### config.mk
export PLATFORM = sky130hd
export DESIGN_NAME = cache_axi_burst_bridge
export DESIGN_NICKNAME = d
export VERILOG_FILES = /design/src/rtl/cache_axi_burst_bridge.sv
export SDC_FILE = /design/constraint.sdc
export NUM_CORES = 1
export LEC_CHECK = 0
export BUFFER_PORTS_ARGS = -buffer_cell sky130_fd_sc_hd__buf_4
export CAP_MARGIN = 10
export CORE_AREA = 4 4 194 196
export DETAILED_ROUTE_END_ITERATION = 6
export DIE_AREA = 0 0 198 200
export MAX_ROUTING_LAYER = met4
export PLACE_DENSITY = 0.69
export SLEW_MARGIN = 10
export SYNTH_ARGS = -nofsm -noshare
export SYNTH_HDL_FRONTEND = slang
export SYNTH_SLANG_ARGS = --single-unit
### constraint.sdc
create_clock -name clk -period 9.7 [get_ports clk]
set_clock_uncertainty 0.15 [all_clocks]
set_input_delay 0.97 -clock clk [delete_from_list [all_inputs] [get_ports clk]]
set_output_delay 0.97 -clock clk [all_outputs]
set_load 0.02 [all_outputs]
### src/rtl/cache_axi_burst_bridge.sv
//==============================================================================
// cache_axi_burst_bridge: cache line refill / write-back <-> AXI INCR bursts. Rev 1.0
//==============================================================================
`default_nettype none

module cache_axi_burst_bridge #(
    parameter int         LINE_WORDS = 4,
    parameter logic [3:0] AXI_ID     = 4'd0
) (
    input  logic                     clk,
    input  logic                     rst,
    input  logic                     rd_req,
    input  logic [31:0]              rd_addr,
    output logic                     rd_rdy,
    output logic                     ret_valid,
    output logic [32*LINE_WORDS-1:0] ret_data,
    input  logic                     wr_req,
    input  logic [31:0]              wr_addr,
    input  logic [32*LINE_WORDS-1:0] wr_data,
    output logic                     wr_rdy,
    output logic                     wr_valid,
    output logic [3:0]               arid,
    output logic [31:0]              araddr,
    output logic [7:0]               arlen,
    output logic [2:0]               arsize,
    output logic [1:0]               arburst,
    output logic                     arvalid,
    input  logic                     arready,
    input  logic [31:0]              rdata,
    input  logic                     rvalid,
    input  logic                     rlast,
    output logic                     rready,
    output logic [3:0]               awid,
    output logic [31:0]              awaddr,
    output logic [7:0]               awlen,
    output logic [2:0]               awsize,
    output logic [1:0]               awburst,
    output logic                     awvalid,
    input  logic                     awready,
    output logic [31:0]              wdata,
    output logic [3:0]               wstrb,
    output logic                     wlast,
    output logic                     wvalid,
    input  logic                     wready,
    input  logic                     bvalid,
    output logic                     bready
);

    localparam int            CW   = (LINE_WORDS > 1) ? $clog2(LINE_WORDS) : 1;
    localparam logic [CW-1:0] LAST = CW'(LINE_WORDS - 1);
    localparam logic [CW-1:0] ONE  = CW'(1);

    typedef enum logic [1:0] {R_IDLE = 2'd0, R_AR = 2'd1, R_DATA = 2'd2, R_RET = 2'd3} rd_state_t;
    typedef enum logic [1:0] {W_IDLE = 2'd0, W_AW = 2'd1, W_DATA = 2'd2, W_B = 2'd3} wr_state_t;

    rd_state_t                 rstate_q;
    logic [31:0]               araddr_q;
    logic                      arvalid_q;
    logic                      rready_q;
    logic [CW-1:0]             rcnt_q;
    logic [32*LINE_WORDS-1:0]  ret_data_q;
    logic                      ret_valid_q;

    wr_state_t                 wstate_q;
    logic [31:0]               awaddr_q;
    logic [32*LINE_WORDS-1:0]  wline_q;
    logic                      awvalid_q;
    logic                      wvalid_q;
    logic                      bready_q;
    logic [CW-1:0]             wcnt_q;
    logic                      wr_valid_q;

    logic                      haz;
    logic                      unused_ok;

    assign unused_ok = &{1'b0, rlast, rd_addr[3:0], wr_addr[3:0]};

    // A refill of the line currently being written back would fetch stale data.
    assign haz    = (wstate_q != W_IDLE) && (rd_addr[31:4] == awaddr_q[31:4]);
    assign rd_rdy = (rstate_q == R_IDLE) && !haz;
    assign wr_rdy = (wstate_q == W_IDLE);

    assign arid      = AXI_ID;
    assign araddr    = araddr_q;
    assign arlen     = 8'(LINE_WORDS - 1);
    assign arsize    = 3'b010;
    assign arburst   = 2'b01;
    assign arvalid   = arvalid_q;
    assign rready    = rready_q;
    assign ret_valid = ret_valid_q;
    assign ret_data  = ret_data_q;

    assign awid      = AXI_ID;
    assign awaddr    = awaddr_q;
    assign awlen     = 8'(LINE_WORDS - 1);
    assign awsize    = 3'b010;
    assign awburst   = 2'b01;
    assign awvalid   = awvalid_q;
    assign wstrb     = 4'hF;
    assign wvalid    = wvalid_q;
    assign wlast     = (wstate_q == W_DATA) && (wcnt_q == LAST);
    assign bready    = bready_q;
    assign wr_valid  = wr_valid_q;

    always_comb begin
        wdata = '0;
        for (int i = 0; i < LINE_WORDS; i++) begin
            if (wcnt_q == CW'(i)) wdata = wline_q[i*32 +: 32];
        end
    end

    always_ff @(posedge clk or posedge rst) begin
        if (rst) begin
            rstate_q    <= R_IDLE;
            araddr_q    <= '0;
            arvalid_q   <= 1'b0;
            rready_q    <= 1'b0;
            rcnt_q      <= '0;
            ret_data_q  <= '0;
            ret_valid_q <= 1'b0;
        end else begin
            ret_valid_q <= 1'b0;
            case (rstate_q)
                R_IDLE: if (rd_req && rd_rdy) begin
                    araddr_q  <= {rd_addr[31:4], 4'b0000};
                    arvalid_q <= 1'b1;
                    rstate_q  <= R_AR;
                end
                R_AR: if (arready) begin
                    arvalid_q <= 1'b0;
                    rready_q  <= 1'b1;
                    rstate_q  <= R_DATA;
                end
                R_DATA: if (rvalid) begin
                    for (int i = 0; i < LINE_WORDS; i++) begin
                        if (rcnt_q == CW'(i)) ret_data_q[i*32 +: 32] <= rdata;
                    end
                    // Beat count, not rlast, closes the burst.
                    if (rcnt_q == LAST) begin
                        rcnt_q      <= '0;
                        rready_q    <= 1'b0;
                        ret_valid_q <= 1'b1;
                        rstate_q    <= R_RET;
                    end else begin
                        rcnt_q <= rcnt_q + ONE;
                    end
                end
                R_RET:   rstate_q <= R_IDLE;
                default: rstate_q <= R_IDLE;
            endcase
        end
    end

    always_ff @(posedge clk or posedge rst) begin
        if (rst) begin
            wstate_q   <= W_IDLE;
            awaddr_q   <= '0;
            wline_q    <= '0;
            awvalid_q  <= 1'b0;
            wvalid_q   <= 1'b0;
            bready_q   <= 1'b0;
            wcnt_q     <= '0;
            wr_valid_q <= 1'b0;
        end else begin
            wr_valid_q <= 1'b0;
            case (wstate_q)
                W_IDLE: if (wr_req) begin
                    awaddr_q  <= {wr_addr[31:4], 4'b0000};
                    wline_q   <= wr_data;
                    awvalid_q <= 1'b1;
                    wstate_q  <= W_AW;
                end
                W_AW: if (awready) begin
                    awvalid_q <= 1'b0;
                    wvalid_q  <= 1'b1;
                    wstate_q  <= W_DATA;
                end
                W_DATA: if (wready) begin
                    if (wcnt_q == LAST) begin
                        wcnt_q   <= '0;
                        wvalid_q <= 1'b0;
                        bready_q <= 1'b1;
                        wstate_q <= W_B;
                    end else begin
                        wcnt_q <= wcnt_q + ONE;
                    end
                end
                W_B: if (bvalid) begin
                    bready_q   <= 1'b0;
                    wr_valid_q <= 1'b1;
                    wstate_q   <= W_IDLE;
                end
                default: wstate_q <= W_IDLE;
            endcase
        end
    end

endmodule

`default_nettype wire

Word level (Yosys, flattened, before mapping)
Index checks and enable logic that the tools add are counted.
{"block": "totals", "regBits": 327, "in_bits": 234, "out_inout_bits": 272}
{"block": "op_classes", "add_sub_neg": 2, "n_eq_ne": 22, "muxes": 40, "n_reduce_logical": 30}
{"operator": "two-way mux 32 bit", "count": 4}
{"operator": "equality test 28 bit", "count": 1}
{"operator": "two-way mux 2 bit", "count": 11}
{"operator": "two-way mux 1 bit", "count": 18}
{"operator": "AND reduction 3 bit", "count": 6}
{"operator": "equality test 2 bit, second input constant", "count": 8}
{"operator": "case mux 2 bit (4 select lines)", "count": 2}
{"operator": "AND reduction 4 bit", "count": 4}
{"operator": "inequality test 2 bit, second input constant", "count": 7}
{"operator": "nonzero test 2 bit", "count": 6}
{"operator": "case mux 1 bit (2 select lines)", "count": 5}
{"operator": "equality test 2 x 1 -> 1 bit, second input constant", "count": 4}
{"operator": "logical NOT 2 bit", "count": 4}
{"operator": "AND reduction 2 bit", "count": 4}
{"operator": "AND reduction 5 bit", "count": 1}
{"operator": "adder 2 x 1 -> 2 bit, second input constant", "count": 2}
{"operator": "logical AND 1 bit", "count": 4}
{"operator": "inequality test 2 x 1 -> 1 bit, second input constant", "count": 2}
{"operator": "logical NOT 1 bit", "count": 1}

Longest topological paths before layout
Gate-level depths: netlist of run 1.
{"block": "depth", "word_depth": 7, "mapped_depth": 8, "mapped_depth_nobuf": 7}

Worst setup path after synthesis of run 1
OpenSTA, ideal clock, no wires.
{"block": "synth_timing", "kind": "input-to-output", "start": "input rd_addr[21]", "end": "output rd_rdy", "arrival_ps": 1953, "slack_ps": 6627, "cell_stages": 4, "path_cell_list": "xor2_1 > nor4_1 > nand4_2 > o21a_1"}
{"block": "synth_between", "elab_chain_len": 4}
{"element": "from (decl)", "line": "13", "text": "input logic [31:0] rd_addr,"}
{"element": "equality test 28 bit", "line": "79", "text": "assign haz = (wstate_q != W_IDLE) && (rd_addr[31:4] == awaddr_q[31:4]);"}
{"element": "logical AND 1 bit", "line": "79"}
{"element": "logical NOT 1 bit", "line": "80", "text": "assign rd_rdy = (rstate_q == R_IDLE) && !haz;"}
{"element": "logical AND 1 bit", "line": "80"}
{"element": "to (decl)", "line": "14", "text": "output logic rd_rdy,"}
No other way between the ends.

Worst setup path in the final report of run 1
{"block": "layout_timing", "start": "register wcnt_q[1]", "end": "output wdata[0]"}
{"block": "layout_between", "elab_chain_len": 5, "elab_cells_between_ends": 8, "cone_classes": "eq/ne (3); mux (4); reduce/logical (1)"}
{"element": "from (decl)", "line": "70", "text": "logic [CW-1:0] wcnt_q;"}
{"element": "from (signal assigned)", "line": "185", "text": "wcnt_q <= wcnt_q + ONE;"}
{"element": "logical NOT 2 bit", "line": "108", "text": "if (wcnt_q == CW'(i)) wdata = wline_q[i*32 +: 32];"}
{"element": "two-way mux 32 bit (3 in a row)", "line": "108"}
{"element": "two-way mux 32 bit *", "line": "108"}
{"element": "to (decl)", "line": "40", "text": "output logic [31:0] wdata,"}
Mark *: on every way between the ends. The rest lies on a longest branch, timed or not.

==> impl_results.md, run 1 <==
* Post-synth top area cell: dfrtp_1
* Hold buffer count at CTS at 0
* #FFs+latches synth at 327
* P per Cell Area at 377 mW/mm^2
* Met2 Usage GRT at 0.309
* Synth warn at 0
* Effective utilization at floorplan at 0.394
* Final-report max-slew violation count at 0
* Initial antenna violation count at 2
* Avg Vias per Cell at 4.88
* DRC violations left at 0
* Most common cell in the netlist: dfrtp_1
* Clock root buffer: clkbuf_16
* Crit path max fanout at 61
* Drt total wl at 38,400 um
* Worst hold margin at 0.353 ns
* Sequential fraction of the synthesis area at 0.575
* Period utilization at 0.430
* Final setup viols at 0
* Pre-Repair DR Iteration Count at 4
* Crit. End Element: output pin
* Headroom to the max-slew limit at 0.214
* Synth async-reset ratio at 1.00
* Vias at 9,714
* Leak pwr at 0.00910 uW
* TritonCTS clock tree: yes
* Port bufs at 450
* Gate Count Post-Synth at 1,056
* Total GRT Usage at 0.192
* Final TNS setup at 0 ns
* Area share of the largest cell type after synthesis at 0.575
* Post-DRT Antenna Nets at 0
* Hpwl dp at 27,800 um
* Cell variety after synth at 40
* Type of the worst min-delay path: flop to flop
* Synthesized area per cell at 13.5 um^2
* Final core area utilization at 0.531
* P&R area growth vs syn at 34.5%
* Die Y at 200 um
* Data required time of the worst path at 8.58 ns
* Status: completed
* H-tree levels at 2
* Worst Path Class, Setup: flop to output pin
* Clk buf depth at 3
* Total setup buffers inserted after CTS at 0
* Worst-path clk slew at 0.05 ns
* DP Area at 0.0179 mm^2
* Share of cells above drive strength 1 at 0.553
* Total grt overflow at 0
* Routing usage on met1 at 0.223
* Crit-path slowest cell: ha_2
* Iteration-0 DRC Markers at 364
* Post-Syn Area at 0.0142 mm^2
* Cells after DPL at 1,927
* Min cycle time layout at 4.17 ns
* Post-synth EDFFs at 0
* Vias in the first global route at 10,100
* Synth cell count leaders: dfrtp_1 (327), mux2_2 (294), nand2_1 (71)
* Later-pin clock latency in the skew report at 0.53 ns
* Total CTS buffers at 38
* Finished Layout Cells at 1,990
* Io pins at 506
* Cts repair resizes at 0
* Hold Violations, Final at 0
* M3 GR Usage at 0.0653
* Crit path launch type: flop
* Arr. time, crit path at 3.05 ns
* Crit-path max cell delay at 0.91 ns
* Reg-to-reg startpoint: wstate_q[0]
* Final instance area at 0.0191 mm^2
* # fillers at 3,086
* WL/cell at 19.3 um
* VDD IR max at 216 uV
* Max Clock Freq at 240 MHz
* Hold Crit Start: wline_q[101]
* Grt peak-use layer: met2
* Largest net degree at the start of global routing at 172
* Row count at 70
* Synth top area cells: dfrtp_1 (57%), mux2_2 (23%), buf_4 (2.4%), a21oi_1 (2.3%), mux2_4 (2.1%)
* Critical path cell sequence: inv_1 > ha_2 > nor2b_1 > a22oi_1 > nor2_1 > a21oi_1 > o21ai_0 > buf_4
* Chip Width at 198 um
* Layout Nets at 1,748
* First-pass GRT wire length at 58,000 um
* Crit path from: wcnt_q[1]
* Max-cap violation count at 0
* Clk sinks at 327
* Die area at 0.0396 mm^2
* GPL Wtd Cong at 0.817
* RSZ-0062 raised after global routing: no
* Slew @ Worst Pin at 1.18 ns
* Area of the core at 0.0361 mm^2
* Most used flip-flop cell after synthesis: dfrtp_1
[flip-flops by register name, indices dropped and copies added (netlist names)]
signal	flops
awaddr	28
wstate_q	2
wline_q	128
arvalid	1
rready	1
ret_data	128
ret_valid	1
rstate_q	2
araddr	28
wr_valid	1
wcnt_q	2
bready	1
awvalid	1
wvalid	1
rcnt_q	2
[cell usage in the layout (no fill, tap or decap), types with 28 or more instances in the layout]
master,Yosys,routed
nand3b_1,29,29
nand2_1,71,70
a21oi_1,65,65
clkbuf_16,0,39
dfrtp_1,327,327
o21ai_0,38,38
conb_1,2,46
xor2_1,28,28
buf_4,46,460
mux2_2,294,294
[critical path, delay by kind of cell, from the launching register on]
kind                       cells  cell delay (ns)
AOI/OAI and AO/OA              3             0.58
buffers and inverters          2             0.29
and+or+nand+nor                2             0.33
DFF                            1             0.41
adders and majority gates      1             0.91
[final cells by class]
class	count	area (um^2)	share of cell area
flip-flops and latches	327	8180	0.427
multi-input cells	656	5580	0.292
repair buffers	461	3470	0.181
clock buffers	52	1070	0.0561
well taps	468	586	0.0306
clock inverters	10	184	0.00961
inverters	15	60.1	0.00314
diodes	1	2.50	0.000131
[where the power goes]
part | internal (uW) | switching, uW | total (uW)
logic | 1590 | 1710 | 3300
registers | 2060 | 406 | 2460
clock network | 904 | 554 | 1460
total | 4550 | 2670 | 7220
[through the flow]
step	worst slack [ns]	total power, uW
2_1_floorplan	4.22	4460
3_3_place_gp	6.09	5740
3_5_place_dp	6.08	5820
4_1_cts	5.47	7310
5_1_grt	5.34	7650
6_report	5.53	7220
[cell families (layout without fill, tap and decap cells)]
family                   after synthesis  count (layout)  share of synthesized area
buffers and inverters                117             538                     0.0454
multiplexers                         315             315                      0.254
AO/OA/AOI/OAI                        120             120                     0.0466
flip-flops                           327             327                      0.575
XOR/XNOR                              28              28                     0.0172
adder cells (fa/ha/maj)               15              15                     0.0132
AND/OR/NAND/NOR                      132             132                     0.0477
other                                  2              47                   0.000528
[metal layers]
layer,vias up,part of all wire
met3,80,0.092
met1,4790,0.39
met5,-,0
met2,347,0.48
li1,4497,-
met4,0,0.036
[final timing paths]
check / to / slack [ns] / cells after the start
min in group asynchronous: wline_q[97] / 0.44 / 2
hold reg to reg: wline_q[101] / 0.35 / 1
setup reg to reg: wline_q[33] / 6.40 / 5
max in group asynchronous: araddr[24] / 6.90 / 4
hold / removal: wline_q[101] / 0.35 / 1
setup / recovery: wdata[0] / 5.53 / 8
(Power assumes the default switching activity.)
==> run 2: changes to the inputs <==
==> constraint.sdc (replaced) <==
create_clock -name clk -period 3.7 [get_ports clk]
set_clock_uncertainty 0.15 [all_clocks]
set_input_delay 0.37 -clock clk [delete_from_list [all_inputs] [get_ports clk]]
set_output_delay 0.37 -clock clk [all_outputs]
set_load 0.02 [all_outputs]
==> impl_results.md, run 2 (synthesis gave the netlist of run 1 again) <==
* Clock root buffer: clkbuf_16
* H-tree levels at 2
* Hpwl dp at 28,900 um
* VDD IR max at 629 uV
* Clk buf depth at 3
* Total grt overflow at 0
* Worst R2R End: araddr[28]
* Io pins at 506
* Pre-CTS setup slack at 0.800 ns
* Cts repair resizes at 0
* Type of the worst min-delay path: input port to flop
* Layout Nets at 1,980
* Final setup viols at 0
* P&R area growth vs syn at 50.4%
* Switching power at 7210 uW
* Crit. End Element: output pin
* Vias at 10,800
* Die area at 0.0396 mm^2
* Sequential power share at 0.340
* Status: completed
* Hold Crit Start: rvalid
* Commonest non-fill, non-tap cell in the layout: buf_4
* Later-pin clock latency in the skew report at 0.54 ns
* P per Cell Area at 891 mW/mm^2
* # fillers at 2,832
* Clock share of power at 0.184
* Crit path max fanout at 13
* First-pass GRT wire length at 64,900 um
* Min cycle time layout at 3.25 ns
* Share of cells above drive strength 1 at 0.485
* TritonCTS clock tree: yes
* Finished Layout Cells at 2,225
* Leak pwr at 0.0101 uW
* Max-cap violation count at 0
* Worst Path Class, Setup: flop to output pin
* Post-DRT Antenna Nets at 0
* Chip Width at 198 um
* Pre-Repair DR Iteration Count at 4
* Iteration-0 DRC Markers at 363
* WL/cell at 19.1 um
* Hold Path End: rcnt_q[0]
* Max Clock Freq at 308 MHz
* Total CTS buffers at 37
* Final setup margin at 0.449 ns
* Effective utilization at floorplan at 0.394
* Reg-to-reg startpoint: awaddr[8]
* Clk sinks at 327
* Hold Violations, Final at 0
* Avg Vias per Cell at 4.88
* DP Area at 0.0180 mm^2
* Total GRT Usage at 0.214
* Sw frac at 0.378
* WHS Path Cells at 3
* Final-report max-slew violation count at 0
* Final instance area at 0.0214 mm^2
* Vias in the first global route at 11,500
* Commonest cells after routing, fill and taps aside: buf_4 (466), dfrtp_1 (327), mux2_2 (294)
* Cells after DPL at 1,938
* Drt total wl at 42,500 um
* Slew @ Worst Pin at 0.733 ns
* DRC violations left at 0
* Largest net degree at the start of global routing at 92
* Initial antenna violation count at 4
* Area of the core at 0.0361 mm^2
* Headroom to the max-slew limit at 0.511
* Data required time of the worst path at 3.18 ns
* Port bufs at 450
* Final core area utilization at 0.593
* R2R cell count at 6
* Hold buffer count at CTS at 222
* Die Y at 200 um
* Combinational share of power at 0.476
* Worst reg-to-reg setup slack at 0.82 ns
* Period utilization at 0.879
* Worst hold margin at 0.0872 ns
* Total setup buffers inserted after CTS at 0
* Crit path launch type: flop
* Arr. time, crit path at 2.73 ns
* Pint at 11,900 uW
* Row count at 70
* GPL Wtd Cong at 0.819
* Worst-path clk slew at 0.05 ns
* RSZ-0062 raised after global routing: no
run 2: how the worst max path moves through the flow:
stage,from,end,slack (ns),cells past startpoint
after floorplan,rst,araddr[10],-1.18,1
after global placement,rd_addr[9],araddr[28],0.83,7
after detailed placement,rd_addr[9],araddr[23],0.80,7
after CTS,wcnt_q[1],wdata[31],0.46,8
after global routing,wcnt_q[0],wdata[3],0.24,8
final,wcnt_q[0],wdata[20],0.45,8
run 2: power by group through the flow:
stage / combinational, uW / sequential (uW) / clock (uW)
global route: 9710 / 6690 / 3750
floorplan: 4150 / 7550 / 0
CTS: 9100 / 6450 / 3600
finish: 9090 / 6480 / 3510
detailed placement: 8860 / 6500 / 0
global placement: 8720 / 6420 / 0
run 2: cell type report:
type	instances	area [um^2]	share of cell area
flip-flops and latches	327	8180	0.382
diodes	4	10.0	0.000468
inverters	15	60.1	0.00281
clock inverters	7	75.1	0.00351
clock buffers	54	1070	0.0500
well taps	468	586	0.0274
multi-input cells	656	5580	0.261
repair buffers	694	5840	0.273
run 2: routing by layer:
layer / part of all wire / wire (um) / track usage / vias to the layer above
met5: 0 / 0 / - / -
met4: 0.038 / 1610 / 0.0875 / 0
met2: 0.51 / 21600 / 0.362 / 384
met3: 0.062 / 2640 / 0.0420 / 88
li1: - / - / - / 4959
met1: 0.39 / 16600 / 0.253 / 5417
run 2: metrics by stage:
| step | power, uW | setup TNS (ns) |
|---|---|---|
| 6_report | 19100 | 0 |
| 5_1_grt | 20200 | 0 |
| 4_1_cts | 19200 | 0 |
| 3_5_place_dp | 15400 | 0 |
| 3_3_place_gp | 15100 | 0 |
| 2_1_floorplan | 11700 | -387.40 |
run 2: critical path, stage by stage (launching register included):
cell	delay, ns
dfrtp_1	0.43
inv_1	0.10
ha_1	0.51
buf_4	0.30
nand3b_1	0.09
a21oi_1	0.25
a21oi_1	0.07
o21ai_0	0.22
buf_4	0.20
==> run 3: changes to the inputs <==
--- a/config.mk
+++ b/config.mk
@@ -7,11 +7,14 @@
 export LEC_CHECK = 0
 export BUFFER_PORTS_ARGS = -buffer_cell sky130_fd_sc_hd__buf_4
 export CAP_MARGIN = 10
-export CORE_AREA = 4 4 194 196
+export CELL_PAD_IN_SITES_DETAIL_PLACEMENT = 1
+export CELL_PAD_IN_SITES_GLOBAL_PLACEMENT = 1
+export CORE_MARGIN = 4
+export CORE_UTILIZATION = 35
 export DETAILED_ROUTE_END_ITERATION = 6
-export DIE_AREA = 0 0 198 200
 export MAX_ROUTING_LAYER = met4
-export PLACE_DENSITY = 0.69
+export PLACE_DENSITY_LB_ADDON = 0.1
+export SETUP_SLACK_MARGIN = 0.2
 export SLEW_MARGIN = 10
 export SYNTH_ARGS = -nofsm -noshare
 export SYNTH_HDL_FRONTEND = slang
==> impl_results.md, run 3 (synthesis gave the netlist of run 1 again) <==
* Status: completed
* Total grt overflow at 0
* Share of cells above drive strength 1 at 0.489
* Worst Path Class, Setup: flop to output pin
* Pre-CTS setup slack at 0.814 ns
* Drt total wl at 47,500 um
* Hold Violations, Final at 0
* P&R area growth vs syn at 52.1%
* Combinational share of power at 0.475
* Iteration-0 DRC Markers at 394
* Type of the worst min-delay path: input port to flop
* Clock root buffer: clkbuf_16
* Clk buf depth at 3
* Clock share of power at 0.193
* Period utilization at 0.847
* Arr. time, crit path at 2.61 ns
* Min cycle time layout at 3.13 ns
* Cts repair resizes at 0
* WL/cell at 20.6 um
* Max-cap violation count at 0
* Worst-path clk slew at 0.05 ns
* Effective utilization at floorplan at 0.356
* Sequential power share at 0.332
* Row count at 73
* Final setup margin at 0.567 ns
* Slew @ Worst Pin at 0.893 ns
* Later-pin clock latency in the skew report at 0.54 ns
* Max Clock Freq at 319 MHz
* Area of the core at 0.0400 mm^2
* Vias in the first global route at 11,900
* Final-report max-slew violation count at 0
* Leak pwr at 0.0101 uW
* Total GRT Usage at 0.214
* Avg Vias per Cell at 4.73
* Post-DRT Antenna Nets at 0
* Switching power at 7440 uW
* Crit path max fanout at 21
* DRC violations left at 0
* GPL Wtd Cong at 0.799
* Pre-Repair DR Iteration Count at 4
* Hpwl dp at 32,400 um
* Port bufs at 450
* RSZ-0062 raised after global routing: no
* VDD IR max at 609 uV
* Worst hold margin at 0.0999 ns
* H-tree levels at 2
* Final setup viols at 0
* TritonCTS clock tree: yes
* First-pass GRT wire length at 72,100 um
* Headroom to the max-slew limit at 0.405
* Crit. End Element: output pin
* Largest net degree at the start of global routing at 75
* Commonest non-fill, non-tap cell in the layout: buf_4
* Io pins at 506
* Layout Nets at 1,989
* Data required time of the worst path at 3.18 ns
* Clk sinks at 327
* Vias at 10,900
* Commonest cells after routing, fill and taps aside: buf_4 (473), dfrtp_1 (327), mux2_2 (294)
* Die area at 0.0440 mm^2
* Sw frac at 0.382
* Pwr Total at 19,500 uW
* P per Cell Area at 901 mW/mm^2
* Die Y at 210 um
* Total CTS buffers at 39
* Pint at 12,100 uW
* Initial antenna violation count at 10
* Crit path launch type: flop
* Chip Width at 210 um
==> run 3: cell count changes in the layout (fill, tap and decap cells not counted), sizes merged <==
cell | previous run | this run
bufinv | 1 | 2
inv | 18 | 15
diode | 4 | 10
clkinvlp | 1 | 2
buf | 472 | 479
clkinv | 2 | 6
clkbuf | 54 | 57
==> run 3: power groups by stage <==
stage | combinational (uW) | clock [uW] | sequential [uW]
finish | 9280 | 3760 | 6470
global placement | 8990 | 0 | 6400
global route | 9910 | 4060 | 6690
CTS | 9350 | 3890 | 6450
floorplan | 4150 | 0 | 7550
detailed placement | 9110 | 0 | 6500
==> run 3: through the flow <==
stage	cell area [um^2]	util	instances	TNS (ns)
2_1_floorplan	14400	-	1100	-387.40
3_3_place_gp	18200	0.454	2002	0
3_5_place_dp	18200	0.454	2002	0
4_1_cts	21600	0.540	2291	0
5_1_grt	21600	0.541	2301	0
6_report	21600	0.541	2301	0
==> run 3: routing by layer <==
metal	up-vias	GRT usage	wire, um
met5	-	-	0
met1	5493	0.254	19300
met2	330	0.366	24000
met3	75	0.0480	2880
met4	0	0.0677	1330
li1	4992	-	-
==> run 3: critical path, cell delays in order, from the launching register on <==
cell and delay (ns):
dfrtp_1 0.41, inv_1 0.10, ha_2 0.46, buf_4 0.30
nand2_1 0.08, a21oi_1 0.21, a21oi_1 0.06, o21ai_0 0.25
buf_4 0.20
==> run 3: worst paths after layout <==
kind	depth (start not counted)	endpoint	slack (ns)	from
max in group asynchronous	5	ret_data[112]	2.05	rst
min	3	wcnt_q[0]	0.1	wready
max	8	wdata[25]	0.57	wcnt_q[1]
max reg2reg	6	araddr[23]	0.82	awaddr[21]
min reg2reg	1	ret_data[3]	0.35	ret_data[3]
min in group asynchronous	3	ret_data[36]	0.33	rst
==> run 3: cell type report <==
type | instances | area [um^2]
clock buffer | 57 | 1130
inverter | 15 | 60.1
clock inverter | 10 | 106
antenna | 10 | 25.0
multi-input combinational | 656 | 5590
fill | 4111 | 18400
timing repair buffer | 701 | 5890
sequential | 327 | 8180
tap | 525 | 657
==> run 3: what timing repair did <==
action | 4_1_cts | 5_1_grt
endpoints found under the hold margin | 338 | 0
hold buffers | 222 | 0
setup buffers | 0 | 0
setup endpoints to repair | 0 | 0
